**src/rtl/music_sweep_ctrl.sv**
```systemverilog
// rtl/music_sweep_ctrl.sv - MUSIC pseudo-spectrum sweep engine; optional peak tracking under MUSIC_PEAK_TRACK_EN
module music_sweep_ctrl #(
    parameter int M      = 4,
    parameter int K      = 2,
    parameter int EW     = 32,
    parameter int VW     = 16,
    parameter int SW     = 8,
    parameter int NTHETA = 181,
    parameter int TW     = 8,
    localparam int AW    = $clog2(M),
    localparam int DW    = SW + VW + AW,
    localparam int PW    = 2 * DW + $clog2(K + 1)
) (
    input  logic                 clk,
    input  logic                 rst,
    input  logic                 evd_valid,
    output logic                 evd_ready,
    input  logic [M*EW-1:0]      eig_val,
    input  logic [M*M*VW-1:0]    eig_vec,
    output logic [TW+AW-1:0]     steer_addr,
    input  logic [SW-1:0]        steer_data,
    output logic                 out_valid,
    input  logic                 out_ready,
    output logic [TW-1:0]        out_theta,
    output logic [PW-1:0]        out_power,
`ifdef MUSIC_PEAK_TRACK_EN
    output logic [TW-1:0]        peak_theta,
    output logic [PW-1:0]        peak_power,
`endif
    output logic                 busy,
    output logic                 done
);

    localparam int KW  = (K > 1) ? $clog2(K) : 1;
    localparam int PRW = SW + VW;

    typedef enum logic [2:0] {
        S_IDLE, S_SELECT, S_FETCH, S_MAC, S_OUT, S_DONE
    } state_t;

    state_t state_q, state_d;
    logic   evd_ready_q, busy_q, out_valid_q, done_q;

    logic signed [EW-1:0] val_q [M];
    logic signed [VW-1:0] vec_q [M][M];
    logic signed [SW-1:0] a_q   [M];
    logic [AW-1:0]        sel_q [K];
    logic [M-1:0]         chosen_q;
    logic signed [EW-1:0] best_val_q;
    logic [AW-1:0]        best_idx_q;
    logic                 found_q;
    logic [AW-1:0]        idx_q;
    logic [KW-1:0]        k_q;
    logic [AW:0]          fcnt_q;
    logic [TW-1:0]        theta_q;
    logic signed [DW-1:0] dot_q;
    logic [PW-1:0]        power_q;
    logic [TW+AW-1:0]     steer_addr_q;
`ifdef MUSIC_PEAK_TRACK_EN
    logic [TW-1:0]        peak_theta_q;
    logic [PW-1:0]        peak_power_q;
`endif

    logic                 last_idx, last_k, last_theta, fetch_end, fetch_more;
    logic                 take;
    logic [AW-1:0]        pick_idx;
    logic signed [EW-1:0] pick_val;
    logic [AW-1:0]        fm1, fp1;
    logic signed [SW-1:0] a_cur;
    logic signed [VW-1:0] v_cur;
    logic [PRW-1:0]       a_x, v_x;
    logic signed [PRW-1:0] prod_w;
    logic signed [DW-1:0] prod_x, dot_sum;
    logic [2*DW-1:0]      sum_x, sq_w;
    logic [PW-1:0]        power_add;

    assign last_idx   = (idx_q == AW'(M - 1));
    assign last_k     = (k_q == KW'(K - 1));
    assign last_theta = (theta_q == TW'(NTHETA - 1));
    assign fetch_end  = (fcnt_q == (AW + 1)'(M));
    assign fetch_more = (fcnt_q < (AW + 1)'(M - 1));
    assign fm1        = fcnt_q[AW-1:0] - AW'(1);
    assign fp1        = fcnt_q[AW-1:0] + AW'(1);

    // Selection scan: keep the running minimum over unchosen indices; strict compare keeps the lowest index on ties
    always_comb begin
        take     = !chosen_q[idx_q] && (!found_q || (val_q[idx_q] < best_val_q));
        pick_idx = take ? idx_q : best_idx_q;
        pick_val = take ? val_q[idx_q] : best_val_q;
    end

    // MAC datapath: operands are sign-extended to the product width so the low bits are the exact signed product
    always_comb begin
        a_cur     = a_q[idx_q];
        v_cur     = vec_q[sel_q[k_q]][idx_q];
        a_x       = {{VW{a_cur[SW-1]}}, a_cur};
        v_x       = {{SW{v_cur[VW-1]}}, v_cur};
        prod_w    = a_x * v_x;
        prod_x    = {{AW{prod_w[PRW-1]}}, prod_w};
        dot_sum   = dot_q + prod_x;
        sum_x     = {{DW{dot_sum[DW-1]}}, dot_sum};
        sq_w      = sum_x * sum_x;
        power_add = power_q + {{(PW - 2 * DW){1'b0}}, sq_w};
    end

    // Next-state decode
    always_comb begin
        state_d = state_q;
        case (state_q)
            S_IDLE:   if (evd_valid)           state_d = S_SELECT;
            S_SELECT: if (last_idx && last_k)  state_d = S_FETCH;
            S_FETCH:  if (fetch_end)           state_d = S_MAC;
            S_MAC:    if (last_idx && last_k)  state_d = S_OUT;
            S_OUT:    if (out_ready)           state_d = last_theta ? S_DONE : S_FETCH;
            S_DONE:                            state_d = S_IDLE;
            default:                           state_d = S_IDLE;
        endcase
    end

    // State register with status outputs registered from the next state
    always_ff @(posedge clk) begin
        if (rst) begin
            state_q     <= S_IDLE;
            evd_ready_q <= 1'b1;
            busy_q      <= 1'b0;
            out_valid_q <= 1'b0;
            done_q      <= 1'b0;
        end else begin
            state_q     <= state_d;
            evd_ready_q <= (state_d == S_IDLE);
            busy_q      <= (state_d != S_IDLE);
            out_valid_q <= (state_d == S_OUT);
            done_q      <= (state_d == S_DONE);
        end
    end

    // Datapath: latch eigen data, run subspace selection, fetch steering vector, accumulate projection power
    always_ff @(posedge clk) begin
        if (rst) begin
            for (int i = 0; i < M; i++) begin
                val_q[i] <= '0;
                a_q[i]   <= '0;
                for (int j = 0; j < M; j++) vec_q[i][j] <= '0;
            end
            for (int i = 0; i < K; i++) sel_q[i] <= '0;
            chosen_q     <= '0;
            best_val_q   <= '0;
            best_idx_q   <= '0;
            found_q      <= 1'b0;
            idx_q        <= '0;
            k_q          <= '0;
            fcnt_q       <= '0;
            theta_q      <= '0;
            dot_q        <= '0;
            power_q      <= '0;
            steer_addr_q <= '0;
`ifdef MUSIC_PEAK_TRACK_EN
            peak_theta_q <= '0;
            peak_power_q <= '1;
`endif
        end else begin
            case (state_q)
                S_IDLE: begin
                    if (evd_valid) begin
                        for (int i = 0; i < M; i++) begin
                            val_q[i] <= eig_val[i*EW +: EW];
                            for (int j = 0; j < M; j++) vec_q[i][j] <= eig_vec[(i*M+j)*VW +: VW];
                        end
                        theta_q  <= '0;
                        idx_q    <= '0;
                        k_q      <= '0;
                        chosen_q <= '0;
                        found_q  <= 1'b0;
`ifdef MUSIC_PEAK_TRACK_EN
                        peak_theta_q <= '0;
                        peak_power_q <= '1;
`endif
                    end
                end
                S_SELECT: begin
                    best_val_q <= pick_val;
                    best_idx_q <= pick_idx;
                    found_q    <= found_q | take;
                    idx_q      <= idx_q + AW'(1);
                    if (last_idx) begin
                        sel_q[k_q]         <= pick_idx;
                        chosen_q[pick_idx] <= 1'b1;
                        found_q            <= 1'b0;
                        idx_q              <= '0;
                        k_q                <= k_q + KW'(1);
                        if (last_k) begin
                            k_q          <= '0;
                            fcnt_q       <= '0;
                            steer_addr_q <= {theta_q, AW'(0)};
                            power_q      <= '0;
                            dot_q        <= '0;
                        end
                    end
                end
                S_FETCH: begin
                    fcnt_q <= fcnt_q + (AW + 1)'(1);
                    if (fcnt_q != '0) a_q[fm1] <= steer_data;
                    if (fetch_more) steer_addr_q <= {theta_q, fp1};
                    if (fetch_end) begin
                        idx_q <= '0;
                        k_q   <= '0;
                    end
                end
                S_MAC: begin
                    dot_q <= dot_sum;
                    idx_q <= idx_q + AW'(1);
                    if (last_idx) begin
                        dot_q   <= '0;
                        power_q <= power_add;
                        idx_q   <= '0;
                        k_q     <= k_q + KW'(1);
                    end
                end
                S_OUT: begin
                    if (out_ready) begin
`ifdef MUSIC_PEAK_TRACK_EN
                        if (power_q < peak_power_q) begin
                            peak_power_q <= power_q;
                            peak_theta_q <= theta_q;
                        end
`endif
                        if (!last_theta) begin
                            theta_q      <= theta_q + TW'(1);
                            fcnt_q       <= '0;
                            steer_addr_q <= {theta_q + TW'(1), AW'(0)};
                            power_q      <= '0;
                            dot_q        <= '0;
                        end
                    end
                end
                default: ;
            endcase
        end
    end

    assign evd_ready  = evd_ready_q;
    assign busy       = busy_q;
    assign out_valid  = out_valid_q;
    assign done       = done_q;
    assign out_theta  = theta_q;
    assign out_power  = power_q;
    assign steer_addr = steer_addr_q;
`ifdef MUSIC_PEAK_TRACK_EN
    assign peak_theta = peak_theta_q;
    assign peak_power = peak_power_q;
`endif

endmodule

```
**config.mk**
```make
export PLATFORM = sky130hd
export DESIGN_NAME = music_sweep_ctrl
export DESIGN_NICKNAME = d
export VERILOG_FILES = /design/src/rtl/music_sweep_ctrl.sv
export SDC_FILE = /design/constraint.sdc
export NUM_CORES = 2
export LEC_CHECK = 0
export BUFFER_PORTS_ARGS = -buffer_cell sky130_fd_sc_hd__buf_2
export CORE_MARGIN = 2
export CORE_UTILIZATION = 25
export CTS_CLUSTER_SIZE = 10
export DETAILED_ROUTE_END_ITERATION = 7
export GPL_TIMING_DRIVEN = 0
export SYNTH_ARGS = -nofsm -noshare
export SYNTH_HDL_FRONTEND = slang
export SYNTH_SLANG_ARGS = --single-unit
```
**constraint.sdc**
```tcl
create_clock -name clk -period 20.7 [get_ports clk]
set_input_delay 0 -clock clk [delete_from_list [all_inputs] [get_ports clk]]
set_output_delay 0 -clock clk [all_outputs]
set_load 0.01 [all_outputs]
```
==> parameters.txt <==
Parameter                              Value

Routing
  Avg WL per Cell    21.5 um
  Overall via count from detail_route    42594
  Residual DRC count    0
  Post-DRT Antenna Nets    0
  Total length of routed met3 wires    13000 um
  Vias per Instance    4.67
  Routed metal-1 wire length    76200 um
  Final Routed Wirelength    196000 um
  1st-iter DRT viols    3077
  Number of detailed-routing iterations run before antenna repair    8
  Routed wl met2    94700 um
  Highest routed layer    met5

Critical path
  Arrival time at the worst endpoint    20.35 ns
  Crit path capture type    flip-flop
  Slowest cell on crit path    sky130_fd_sc_hd__buf_1
  Worst setup SP type    flip-flop
  Critical path fanouts, max    10
  Critical path's largest stage delay    0.91 ns
  Cell mode on critical path    sky130_fd_sc_hd__fa_1
  Worst Path Required    21.27 ns
  Family with the most delay on the worst path    adder cells
  Worst setup path class    reg -> reg
  Worst path buffer plus inverter count    11

CTS
  TritonCTS clock tree    done
  Root Buffer    sky130_fd_sc_hd__clkbuf_16
  Clock net sink count    573
  Total setup buffers inserted after CTS    0
  Count of instances resized after the clock tree is built    0
  CTS buffer count    70
  Hold-fix buffer count after cts    395
  Largest buffer count on any clock path    3
  Clock-pin slew reported for the worst setup and hold paths after clock tree synthesis    0.06 ns
  Skew-Pair Late Insertion Delay    0.70 ns
  Maximum level of the CTS H-tree    3

Yosys
  EDFF count, synth    420
  Synthesized area divided by synthesized cell count    10.7 um^2
  Post-synthesis instance area    0.0553 mm^2
  Synth Register Bits    573
  Post-Synthesis Net Count    6654
  Portion of the post-synthesis area used by sequential elements    28.4%
  Number of unique standard cell types used by synthesis    90
  Post-synth top area share    28.7%
  Number of standard cells after synthesis    5172
  Largest area contributor in the netlist    sky130_fd_sc_hd__fa_1
  Cells taking the most area after synthesis    sky130_fd_sc_hd__fa_1 (29%), sky130_fd_sc_hd__edfxtp_1 (23%), sky130_fd_sc_hd__ha_1 (6.7%)
  Post-synth ARST share    0%
  Ys flop type    sky130_fd_sc_hd__edfxtp_1
  Synthesis Warnings    0

STA
  Fmax    0.0505 GHz
  Accumulated negative setup slack    0 ns
  Count of final hold-check violations    0
  Number of failing setup endpoints in the final timing report    0
  Worst slew slack as a fraction of its limit    -4.13%
  Clock Skew    0.0803 ns
  Transition time at the pin with the least slew margin    1.56 ns
  Final Cycle Share    95.6%
  Setup repair after global routing missed its margin    no
  Final critical delay including setup and external delays    19.78 ns
  Number of slew-limit violations in the final report    19

Placed design
  PortBufs    470
  Global placement routability congestion    0.987
  Number of cells after detailed placement    8605
  HPWL reported at the end of detailed placement    161000 um

Global routing
  Congestion Overflow GR    0
  Initial antenna violation count    20
  Total global-route track usage    17.3%
  Wire length of the first global-routing pass    290000 um
  Maximum number of pins on one net before global-route repair    132
  Number of global-route vias before repair    45446

Floorplan
  Standard-cell row count    172
  Placeable Area    0.220 mm^2
  Die footprint    0.225 mm^2
  Initial core utilization    25.2%
  Number of placed I/O pins    472
  Chip Width    474 um
  Height of the die    474 um

Outcome
  Violations in the final reports    max-capacitance violations, max-slew violations
  Outcome    complete, but fails checks

Layout
  Nets@finish    7596
  Cell Count, Final, Fillers Out    9119
  Fraction of final layout cells sized beyond drive strength 1    12.4%
  Area growth from synthesis to final layout    22.3%

Job
  MaxCap Viol Count    2

Worst hold path
  Hold Path Class    in -> reg
-- synth_stat cells (46+ instances only) --
library cell	count
sky130_fd_sc_hd__and3_1	410
sky130_fd_sc_hd__nand2_1	365
sky130_fd_sc_hd__mux4_2	120
sky130_fd_sc_hd__dfxtp_1	153
sky130_fd_sc_hd__xnor2_1	90
sky130_fd_sc_hd__fa_1	792
sky130_fd_sc_hd__o21ai_0	77
sky130_fd_sc_hd__a21oi_1	138
sky130_fd_sc_hd__xor2_1	48
sky130_fd_sc_hd__ha_1	294
sky130_fd_sc_hd__clkbuf_1	206
sky130_fd_sc_hd__inv_1	930
sky130_fd_sc_hd__a21o_1	63
sky130_fd_sc_hd__nor2_1	326
sky130_fd_sc_hd__nand3_1	49
sky130_fd_sc_hd__and2_1	153
sky130_fd_sc_hd__mux2i_1	46
sky130_fd_sc_hd__a22oi_1	53
sky130_fd_sc_hd__edfxtp_1	420
-- sequential cells by signal, summed over array words and instances, names as in the netlist, 3 cells and up, named ones only --
name,count
a_q,32
best_val_q,32
chosen_q,4
dot_q,26
fcnt_q,3
out_power,54
out_theta,8
sel_q,4
state_q,3
steer_addr,10
val_q,128
vec_q,256
-- layout by cell type (no fill, tap or decap), types with 53 or more instances in the layout --
cell type                       Yosys  routed
sky130_fd_sc_hd__fa_1             792     792
sky130_fd_sc_hd__edfxtp_1         420     420
sky130_fd_sc_hd__a22oi_1           53      53
sky130_fd_sc_hd__inv_1            930     929
sky130_fd_sc_hd__and2_1           153     153
sky130_fd_sc_hd__xnor2_1           90      89
sky130_fd_sc_hd__dlygate4sd3_1      0     395
sky130_fd_sc_hd__and3_1           410     410
sky130_fd_sc_hd__clkbuf_1         206     228
sky130_fd_sc_hd__buf_2             18     488
sky130_fd_sc_hd__ha_1             294     294
sky130_fd_sc_hd__nor2_1           326     326
sky130_fd_sc_hd__nand2_1          365     365
sky130_fd_sc_hd__a21o_1            63      63
sky130_fd_sc_hd__a21oi_1          138     138
sky130_fd_sc_hd__dfxtp_1          153     153
sky130_fd_sc_hd__o21ai_0           77      75
sky130_fd_sc_hd__clkbuf_16          0      70
sky130_fd_sc_hd__mux4_2           120     120
-- worst register-to-register path, delay by kind of cell (launching register included) --
family | cells | cell delay, ns
adder cells (fa/ha/maj) | 15 | 7.21
AO/OA/AOI/OAI | 17 | 5.13
buffers and inverters | 11 | 3.34
multiplexers | 3 | 1.78
XOR/XNOR | 3 | 1.05
AND/OR/NAND/NOR | 5 | 0.80
flip-flops | 1 | 0.38
-- routing by layer --
layer	GRT usage, %	vias to the layer above
li1	-	18883
met1	21.0	21467
met2	29.3	1890
met3	2.57	352
met4	9.66	2
met5	0	-
-- logic make-up (layout without fill, tap and decap cells) --
kind of cell	Yosys count	count (layout)	share of synthesized area, %
and+or+nand+nor	1458	1458	13.3
buffers and inverters	1200	2179	8.35
adders and majority gates	1086	1086	35.3
DFF	573	573	28.4
AOI/OAI and AO/OA	547	547	6.65
muxes	169	169	5.78
xor gates and xnor gates	139	139	2.22
other	0	10	0
-- metrics by stage --
step,cell area (um^2),setup WS (ns),utilization (%),hold slack (ns)
after detailed placement,61400,1.14,28.0,0.312
final,67600,0.917,30.8,0.166
after global placement,61300,0.549,27.9,0.314
after global routing,67600,0.0257,30.7,0.168
after floorplan,55300,5.66,-,0.198
after CTS,67500,1.06,30.7,0.0912
-- layout make-up --
cell class                      instances  area [um^2]
Multi-Input combinational cell       3399        35000
Timing Repair Buffer                  870         6390
Clock inverter                         14          258
Buffer                                245         1030
Antenna cell                           10         25.0
Inverter                              955         3590
Tap cell                             2958         3700
Sequential cell                       573        15700
Fill cell                           22394       152000
Clock buffer                           95         1880
-- final timing paths --
| path | from | endpoint | slack [ns] | cells past startpoint |
|---|---|---|---|---|
| max reg2reg | flip-flop | out_power[50] | 0.92 | 54 |
| max | flip-flop | out_power[50] | 0.92 | 54 |
| min reg2reg | out_power[0] | out_power[0] | 0.48 | 2 |
| min | eig_val[47] | val_q[1][15] | 0.17 | 3 |
Power is left out: the tool's default activity adds up to more than one toggle a clock period on the data nets, which glitch-free logic cannot reach.
